**src/rtl/timer_pkg.sv**
```systemverilog
// Shared encodings for the cook-time controller: FSM states, BCD limits and
// the digit field positions inside the 16-bit MM:SS register.
package timer_pkg;

  typedef enum logic [2:0] {
    ST_IDLE  = 3'd0,
    ST_ENTRY = 3'd1,
    ST_RUN   = 3'd2,
    ST_PAUSE = 3'd3,
    ST_DONE  = 3'd4
  } state_t;

  localparam logic [3:0] BCD_MAX       = 4'd9;
  localparam logic [3:0] SEC_TENS_WRAP = 4'd5;

  localparam int SEC_ONES_LSB = 0;
  localparam int SEC_TENS_LSB = 4;
  localparam int MIN_ONES_LSB = 8;
  localparam int MIN_TENS_LSB = 12;

  function automatic logic is_bcd_digit(input logic [3:0] d);
    return (d <= BCD_MAX);
  endfunction

endpackage

```
**src/rtl/cook_time_controller_if.sv**
```systemverilog
// Keypad-encoder / actuator signal bundle seen by the cook-time controller.
// The controller takes the slave view; the driving side takes the master view.
interface cook_time_controller_if;
  logic        load;
  logic [3:0]  digit;
  logic        pgt_1hz;
  logic        start;
  logic        stop;
  logic        door_closed;
  logic        enablen;
  logic [15:0] time_bcd;
  logic        mag_on;
  logic        done;

  modport master (
    output load, digit, pgt_1hz, start, stop, door_closed,
    input  enablen, time_bcd, mag_on, done
  );

  modport slave (
    input  load, digit, pgt_1hz, start, stop, door_closed,
    output enablen, time_bcd, mag_on, done
  );
endinterface

```
**src/rtl/mmss_down_counter.sv**
```systemverilog
// 4-digit BCD MM:SS register: shift-in of a new least-significant digit,
// one-second decrement with BCD borrow, clear, and zero / one-second flags.
module mmss_down_counter
  import timer_pkg::*;
(
  input  logic        clk,
  input  logic        clearn,
  input  logic        i_clr,
  input  logic        i_shift,
  input  logic [3:0]  i_digit,
  input  logic        i_dec,
  output logic [15:0] o_time_bcd,
  output logic        o_zero,
  output logic        o_one
);

  logic [15:0] r_time;
  logic [15:0] w_dec_time;
  logic [3:0]  w_so;
  logic [3:0]  w_st;
  logic [3:0]  w_mo;
  logic [3:0]  w_mt;

  assign w_so = r_time[SEC_ONES_LSB +: 4];
  assign w_st = r_time[SEC_TENS_LSB +: 4];
  assign w_mo = r_time[MIN_ONES_LSB +: 4];
  assign w_mt = r_time[MIN_TENS_LSB +: 4];

  // Seconds tens above 5 are legal entries and simply count down from where they are.
  always_comb begin
    w_dec_time = r_time;
    if (w_so != 4'd0) begin
      w_dec_time[SEC_ONES_LSB +: 4] = w_so - 4'd1;
    end else if (w_st != 4'd0) begin
      w_dec_time[SEC_TENS_LSB +: 4] = w_st - 4'd1;
      w_dec_time[SEC_ONES_LSB +: 4] = BCD_MAX;
    end else if (w_mo != 4'd0) begin
      w_dec_time[MIN_ONES_LSB +: 4] = w_mo - 4'd1;
      w_dec_time[SEC_TENS_LSB +: 4] = SEC_TENS_WRAP;
      w_dec_time[SEC_ONES_LSB +: 4] = BCD_MAX;
    end else if (w_mt != 4'd0) begin
      w_dec_time[MIN_TENS_LSB +: 4] = w_mt - 4'd1;
      w_dec_time[MIN_ONES_LSB +: 4] = BCD_MAX;
      w_dec_time[SEC_TENS_LSB +: 4] = SEC_TENS_WRAP;
      w_dec_time[SEC_ONES_LSB +: 4] = BCD_MAX;
    end else begin
      w_dec_time = r_time;
    end
  end

  // Time register; clear beats shift beats decrement.
  always_ff @(posedge clk) begin
    if (!clearn || i_clr) begin
      r_time <= 16'h0000;
    end else if (i_shift) begin
      r_time <= {r_time[11:0], i_digit};
    end else if (i_dec) begin
      r_time <= w_dec_time;
    end else begin
      r_time <= r_time;
    end
  end

  assign o_time_bcd = r_time;
  assign o_zero     = (r_time == 16'h0000);
  assign o_one      = (r_time == 16'h0001);

endmodule

```
**src/rtl/cook_time_controller.sv**
```systemverilog
// Microwave cook-time sequencer: gates the keypad encoder, accepts BCD digits,
// counts MM:SS down on the 1 Hz tick and drives the magnetron and done flag.
module cook_time_controller
  import timer_pkg::*;
#(
  parameter int LOAD_GUARD = 2,
  parameter int DONE_TICKS = 3
) (
  input  logic                   clk,
  input  logic                   clearn,
  cook_time_controller_if.slave  bus
);

  localparam int GW = $clog2(LOAD_GUARD + 1);
  localparam int DW = $clog2(DONE_TICKS + 1);
  localparam logic [GW-1:0] GUARD_LAST = GW'(LOAD_GUARD - 1);
  localparam logic [GW-1:0] GUARD_ONE  = GW'(1);
  localparam logic [DW-1:0] DONE_LAST  = DW'(DONE_TICKS - 1);
  localparam logic [DW-1:0] DONE_ONE   = DW'(1);

  logic          r_load_q;
  logic          r_pgt_q, r_pgt_d;
  logic          r_start_q, r_start_d;
  logic          r_stop_q, r_stop_d;
  logic          r_door_q;
  logic [GW-1:0] r_guard_cnt;
  logic          r_acc_done;
  logic [DW-1:0] r_done_cnt;
  state_t        r_state;
  logic          r_enablen, r_mag_on, r_done;

  state_t        w_next;
  logic [DW-1:0] w_done_cnt_nxt;
  logic          w_shift, w_dec, w_clr;
  logic          w_tick, w_start, w_stop, w_accept, w_key_ok;
  logic          w_zero, w_one;
  logic [15:0]   w_time;

  assign w_tick   = r_pgt_q & ~r_pgt_d;
  assign w_start  = r_start_q & ~r_start_d;
  assign w_stop   = r_stop_q & ~r_stop_d;
  assign w_accept = r_load_q & ~r_acc_done & (r_guard_cnt == GUARD_LAST);
  assign w_key_ok = w_accept & is_bcd_digit(bus.digit);

  // Input synchronisation and edge-detect history.
  always_ff @(posedge clk) begin
    if (!clearn) begin
      r_load_q  <= 1'b0;
      r_pgt_q   <= 1'b0;
      r_pgt_d   <= 1'b0;
      r_start_q <= 1'b0;
      r_start_d <= 1'b0;
      r_stop_q  <= 1'b0;
      r_stop_d  <= 1'b0;
      r_door_q  <= 1'b0;
    end else begin
      r_load_q  <= bus.load;
      r_pgt_q   <= bus.pgt_1hz;
      r_pgt_d   <= r_pgt_q;
      r_start_q <= bus.start;
      r_start_d <= r_start_q;
      r_stop_q  <= bus.stop;
      r_stop_d  <= r_stop_q;
      r_door_q  <= bus.door_closed;
    end
  end

  // Key guard: one accept per press, re-armed only when load drops.
  always_ff @(posedge clk) begin
    if (!clearn || !r_load_q) begin
      r_guard_cnt <= '0;
      r_acc_done  <= 1'b0;
    end else begin
      if (!r_acc_done && (r_guard_cnt != GUARD_LAST)) begin
        r_guard_cnt <= r_guard_cnt + GUARD_ONE;
      end else begin
        r_guard_cnt <= r_guard_cnt;
      end
      r_acc_done <= r_acc_done | w_accept;
    end
  end

  // Next state; branch order encodes stop > door open > start > tick > key.
  always_comb begin
    w_next         = r_state;
    w_done_cnt_nxt = r_done_cnt;
    w_shift        = 1'b0;
    w_dec          = 1'b0;
    w_clr          = 1'b0;
    case (r_state)
      ST_IDLE: begin
        if (w_key_ok) begin
          w_shift = 1'b1;
          w_next  = ST_ENTRY;
        end else begin
          w_next  = ST_IDLE;
        end
      end
      ST_ENTRY: begin
        if (w_stop) begin
          w_clr  = 1'b1;
          w_next = ST_IDLE;
        end else if (w_start && !w_zero && r_door_q) begin
          w_next = ST_RUN;
        end else if (w_key_ok) begin
          w_shift = 1'b1;
        end else begin
          w_next = ST_ENTRY;
        end
      end
      ST_RUN: begin
        if (w_stop || !r_door_q) begin
          w_next = ST_PAUSE;
        end else if (w_tick) begin
          w_dec = 1'b1;
          if (w_one) begin
            w_next         = ST_DONE;
            w_done_cnt_nxt = '0;
          end else begin
            w_next = ST_RUN;
          end
        end else begin
          w_next = ST_RUN;
        end
      end
      ST_PAUSE: begin
        if (w_stop) begin
          w_clr  = 1'b1;
          w_next = ST_IDLE;
        end else if (w_start && !w_zero && r_door_q) begin
          w_next = ST_RUN;
        end else begin
          w_next = ST_PAUSE;
        end
      end
      ST_DONE: begin
        if (w_stop) begin
          w_clr  = 1'b1;
          w_next = ST_IDLE;
        end else if (w_tick) begin
          if (r_done_cnt == DONE_LAST) begin
            w_next = ST_IDLE;
          end else begin
            w_done_cnt_nxt = r_done_cnt + DONE_ONE;
          end
        end else begin
          w_next = ST_DONE;
        end
      end
      default: begin
        w_clr  = 1'b1;
        w_next = ST_IDLE;
      end
    endcase
  end

  // State, done-tick count and outputs all register off the next state.
  always_ff @(posedge clk) begin
    if (!clearn) begin
      r_state    <= ST_IDLE;
      r_done_cnt <= '0;
      r_enablen  <= 1'b0;
      r_mag_on   <= 1'b0;
      r_done     <= 1'b0;
    end else begin
      r_state    <= w_next;
      r_done_cnt <= w_done_cnt_nxt;
      r_enablen  <= (w_next == ST_RUN) || (w_next == ST_PAUSE) || (w_next == ST_DONE);
      r_mag_on   <= (w_next == ST_RUN);
      r_done     <= (w_next == ST_DONE);
    end
  end

  mmss_down_counter u_mmss (
    .clk        (clk),
    .clearn     (clearn),
    .i_clr      (w_clr),
    .i_shift    (w_shift),
    .i_digit    (bus.digit),
    .i_dec      (w_dec),
    .o_time_bcd (w_time),
    .o_zero     (w_zero),
    .o_one      (w_one)
  );

  assign bus.time_bcd = w_time;
  assign bus.enablen  = r_enablen;
  assign bus.mag_on   = r_mag_on;
  assign bus.done     = r_done;

endmodule

```
**src/flat_wrapper.sv**
```systemverilog
// flat-port wrapper written by rule: the top's interface ports become plain ports
module cook_time_controller_flat import timer_pkg::*;
#(
  parameter int LOAD_GUARD = 2,
  parameter int DONE_TICKS = 3
)
  (clk, clearn, bus_load, bus_digit, bus_pgt_1hz, bus_start, bus_stop, bus_door_closed, bus_enablen, bus_time_bcd, bus_mag_on, bus_done);
  cook_time_controller_if bus_i ();
  input  logic clk;
  input  logic clearn;
  input wire logic [$bits(bus_i.load)-1:0] bus_load;
  input wire logic [$bits(bus_i.digit)-1:0] bus_digit;
  input wire logic [$bits(bus_i.pgt_1hz)-1:0] bus_pgt_1hz;
  input wire logic [$bits(bus_i.start)-1:0] bus_start;
  input wire logic [$bits(bus_i.stop)-1:0] bus_stop;
  input wire logic [$bits(bus_i.door_closed)-1:0] bus_door_closed;
  output wire logic [$bits(bus_i.enablen)-1:0] bus_enablen;
  output wire logic [$bits(bus_i.time_bcd)-1:0] bus_time_bcd;
  output wire logic [$bits(bus_i.mag_on)-1:0] bus_mag_on;
  output wire logic [$bits(bus_i.done)-1:0] bus_done;
  assign bus_i.load = bus_load;
  assign bus_i.digit = bus_digit;
  assign bus_i.pgt_1hz = bus_pgt_1hz;
  assign bus_i.start = bus_start;
  assign bus_i.stop = bus_stop;
  assign bus_i.door_closed = bus_door_closed;
  assign bus_enablen = bus_i.enablen;
  assign bus_time_bcd = bus_i.time_bcd;
  assign bus_mag_on = bus_i.mag_on;
  assign bus_done = bus_i.done;
  cook_time_controller #(.LOAD_GUARD(LOAD_GUARD), .DONE_TICKS(DONE_TICKS)) u_core (.clk(clk), .clearn(clearn), .bus(bus_i));
endmodule
```
**config.mk**
```make
export PLATFORM = sky130hd
export DESIGN_NAME = cook_time_controller_flat
export DESIGN_NICKNAME = d
export VERILOG_FILES = /design/src/rtl/timer_pkg.sv /design/src/rtl/cook_time_controller_if.sv /design/src/rtl/mmss_down_counter.sv /design/src/rtl/cook_time_controller.sv /design/src/flat_wrapper.sv
export SDC_FILE = /design/constraint.sdc
export NUM_CORES = 1
export LEC_CHECK = 0
export ABC_CLOCK_PERIOD_IN_PS = 6500
export CAP_MARGIN = 20
export CELL_PAD_IN_SITES_DETAIL_PLACEMENT = 0
export CELL_PAD_IN_SITES_GLOBAL_PLACEMENT = 1
export CORE_MARGIN = 2
export CORE_UTILIZATION = 42
export DETAILED_ROUTE_END_ITERATION = 8
export PLACE_DENSITY = 0.85
export SYNTH_ARGS = -nofsm -noshare
export SYNTH_HDL_FRONTEND = slang
export SYNTH_SLANG_ARGS = --single-unit
```
**constraint.sdc**
```tcl
create_clock -name clk -period 6.5 [get_ports clk]
set_input_delay 0.65 -clock clk [delete_from_list [all_inputs] [get_ports clk]]
set_output_delay 0.65 -clock clk [all_outputs]
set_load 0.05 [all_outputs]
```
==> run metrics <==
Main synth FF type=dfxtp_1; H-tree depth=2; area of the core=4030 sq um; Hold Crit Start=u_core.r_pgt_q$_SDFF_PN0_; total CTS buffers=5; Yosys top cell area share=39.7%; die area=4730 sq um; logic gate share of total power=7.2%; busiest metal layer after global routing=met2; sw power=94.9 uW; Worst-Skew Late Latency=0.28 ns; Sequential Power Share=50.5%; Tcrit/Tclk final=40.6%; CP arrival=2.80 ns; final instance area=2180 sq um; Syn Nets=224; asr flop ratio synth=0%; hpwl dp=2860 microns; hold_buf cts=0; crit-path cells=inv_1 -> ha_1 -> or4b_2 -> nor4_2 -> o21ai_1 -> buf_4 -> o311ai_0 -> a21oi_1; I/O Buffers=29; CP endpoint=u_core.u_mmss.o_time_bcd[7]$_SDFFE_PP0P_; setup repair bufs after CTS=0; Setup crit end kind=register; met1 GRT Util=23.3%; M2 GR Usage=29.1%; via/cell ratio=5.60; final core utilization=54.1%; number of flops mapped to enable cells by yosys=0; Fin. Hold Viols=0; Area Growth Syn to Fin=23.5%; post-cts sizing count=0; DRC violations left=0; TritonCTS clock tree=done; WHS Path Cells=1; clk root buf=clkbuf_8; synthesized area=1760 sq um; r2r startpoint=u_core.u_mmss.o_time_bcd[12]$_SDFFE_PP0P_; outcome=complete, no violations; Final nets=252; Internal=346 uW; max-slew violations=0; Tightest Pin Transition=0.684 ns; max cap viols=0; die width=68.8 microns; share of post-route cells with drive strength above 1=6.75%; clock network fraction of design power=42.3%; num ports=30; Max Freq=0.379 GHz; PnR worst setup slack=3.86 ns; Antenna Nets Post-Route=0; critical path launch point type=register; grt ovf=0; Crit path largest cell delay=0.60 ns; Critical Path Fanout Max=15; R2R Path End=u_core.u_mmss.o_time_bcd[7]$_SDFFE_PP0P_; top post-synthesis cells by count=35 x dfxtp_1, 26 x nor2_1, 13 x a21oi_1, 12 x o21ai_0, 10 x nor3_1; Synth Instances=209; Routed wire per std cell=13.5 microns; largest area contributor in the netlist=dfxtp_1; R2R setup slack=3.86 ns; count leader, synth=dfxtp_1; Critical Path Start=u_core.u_mmss.o_time_bcd[12]$_SDFFE_PP0P_; Longest Clk Path Bufs=2; # diodes=0; RSZ-0062 raised after global routing=false; Peak VDD IR=0.125 mV; Fin Clk Skew=0.00329 ns; largest net degree at the start of global routing=17; dpl ws=3.91 ns; TNS Setup=0 ns; Seq cells post-synth=35; FILL cells=390; DP Area=2080 sq um; Die Y=68.8 microns; GPL Wtd Cong=0.795; total routed wirelength=3870 microns; row cnt=23; total track usage=18.5%; number of global-route vias before repair=1439; antenna violations before repair=0; Area contributors post-synth=dfxtp_1 40%, nor2_1 5.5%, a21oi_1 3.7%; DR iter-0 viols=97; PwrDens=202 nW/um^2; Setup-failing EPs final=0; clock slew at reported path FFs=0.07 ns; leak pwr=0.793 nW; GR Util met3=5.52%; TritonCTS Sinks=35; Worst slew margin=54.0%; syn_area_per_cell=8.44 sq um; Hold Path Class=reg -> reg; initial core utilization=43.8%; global-route wire length before repair=6390 microns; synth unique cells=48; Crit Path Class=reg -> reg; required time of the critical path=6.67 ns; yosys warns=0; switching portion of total power=21.5%; total number of vias=1606; r2r worst-path depth=8; sequential fraction of the synthesis area=39.7%; clock period minus worst slack=2.64 ns; Crit-path slowest cell=or4b_2; DRT Pass-1 Iters=4
[worst max-delay path: cells and delay by family, from the launching register on]
family	cells	cell delay, ns
and+or+nand+nor	2	1.03
AOI/OAI and AO/OA	3	0.57
buffers and inverters	2	0.39
DFF	1	0.35
adders and majority gates	1	0.18
[flip-flops by register name, indices dropped and copies added, names as in the netlist]
signal	flops
u_core.r_stop_q	1
u_core.r_done_cnt	2
u_core.u_mmss.o_time_bcd	16
u_core.bus.done	1
u_core.r_acc_done	1
u_core.bus.mag_on	1
u_core.bus.enablen	1
u_core.r_load_q	1
u_core.r_guard_cnt	2
u_core.r_pgt_q	1
u_core.r_start_q	1
u_core.r_door_q	1
u_core.r_pgt_d	1
u_core.r_start_d	1
u_core.r_state	3
u_core.r_stop_d	1
[metrics by stage]
step	total power, mW	instances	hold WS [ns]
after floorplan	0.246	209	0.450
after global placement	0.259	280	0.466
after detailed placement	0.259	280	0.474
after CTS	0.446	287	0.495
after global routing	0.459	287	0.517
final	0.441	287	0.489
[logic make-up (layout without fill, tap and decap cells)]
kind of cell / Yosys count / after routing / share of synthesized area (%)
multiplexers: 1 / 1 / 0.567
AND/OR/NAND/NOR: 99 / 99 / 32.1
flip-flops: 35 / 35 / 39.7
XOR/XNOR: 3 / 3 / 1.49
adder cells (fa/ha/maj): 4 / 4 / 2.84
AO/OA/AOI/OAI: 50 / 50 / 18.7
buffers and inverters: 17 / 45 / 4.61
[how the worst min path moves through the flow]
stage	to	slack [ns]
finish	u_core.r_pgt_d$_SDFF_PN0_	0.49
global route	u_core.r_start_d$_SDFF_PN0_	0.52
CTS	u_core.r_pgt_d$_SDFF_PN0_	0.50
detailed placement	u_core.r_pgt_d$_SDFF_PN0_	0.47
global placement	u_core.r_pgt_d$_SDFF_PN0_	0.47
floorplan	u_core.r_pgt_d$_SDFF_PN0_	0.45
[cell type report]
cell class / count / area (sq um) / share of cell area [%]
inverters: 7 / 26.3 / 1.21
multi-input cells: 157 / 982 / 45.1
repair buffers: 31 / 305 / 14.0
well taps: 50 / 62.6 / 2.87
clock buffers: 6 / 72.6 / 3.33
clock inverters: 1 / 30.0 / 1.38
flip-flops and latches: 35 / 701 / 32.1
[power by group through the flow]
stage | clock, mW | sequential, mW | combinational [mW]
after global placement | 0 | 0.227 | 0.0316
after detailed placement | 0 | 0.227 | 0.0319
after floorplan | 0 | 0.229 | 0.0168
after global routing | 0.201 | 0.223 | 0.0353
after CTS | 0.191 | 0.222 | 0.0321
final | 0.187 | 0.222 | 0.0317
[layer usage]
metal / share of wire [%] / vias up
li1: - / 824
met1: 49 / 734
met2: 46 / 39
met3: 4.1 / 9
met4: 1.5 / 0
met5: 0 / -
[cells in the final DEF, fill, tap and decap left out, types with 2 or more instances in the layout]
cell type	synthesis	routed
a2bb2oi_1	2	2
ha_1	4	4
buf_4	0	2
nor2b_1	2	2
nor3b_1	4	4
and4_1	2	2
or4_1	3	3
a311oi_1	3	3
nand2b_1	4	4
nand3b_1	3	3
a22oi_1	2	2
clkdlybuf4s50_1	0	29
nand2_1	8	8
a21o_1	2	2
nor3_1	10	10
or3_1	2	2
nand4_1	2	2
dfxtp_1	35	35
o21ai_0	12	11
xnor2_1	3	3
o21bai_1	2	2
and2_1	9	9
nand3_1	8	8
nor2_1	26	26
nor4_1	5	5
a21boi_0	3	3
clkbuf_8	0	5
a21oi_1	13	13
or2_2	2	2
a211oi_1	5	5
inv_1	7	7
Power figures use the tool's default switching activity.
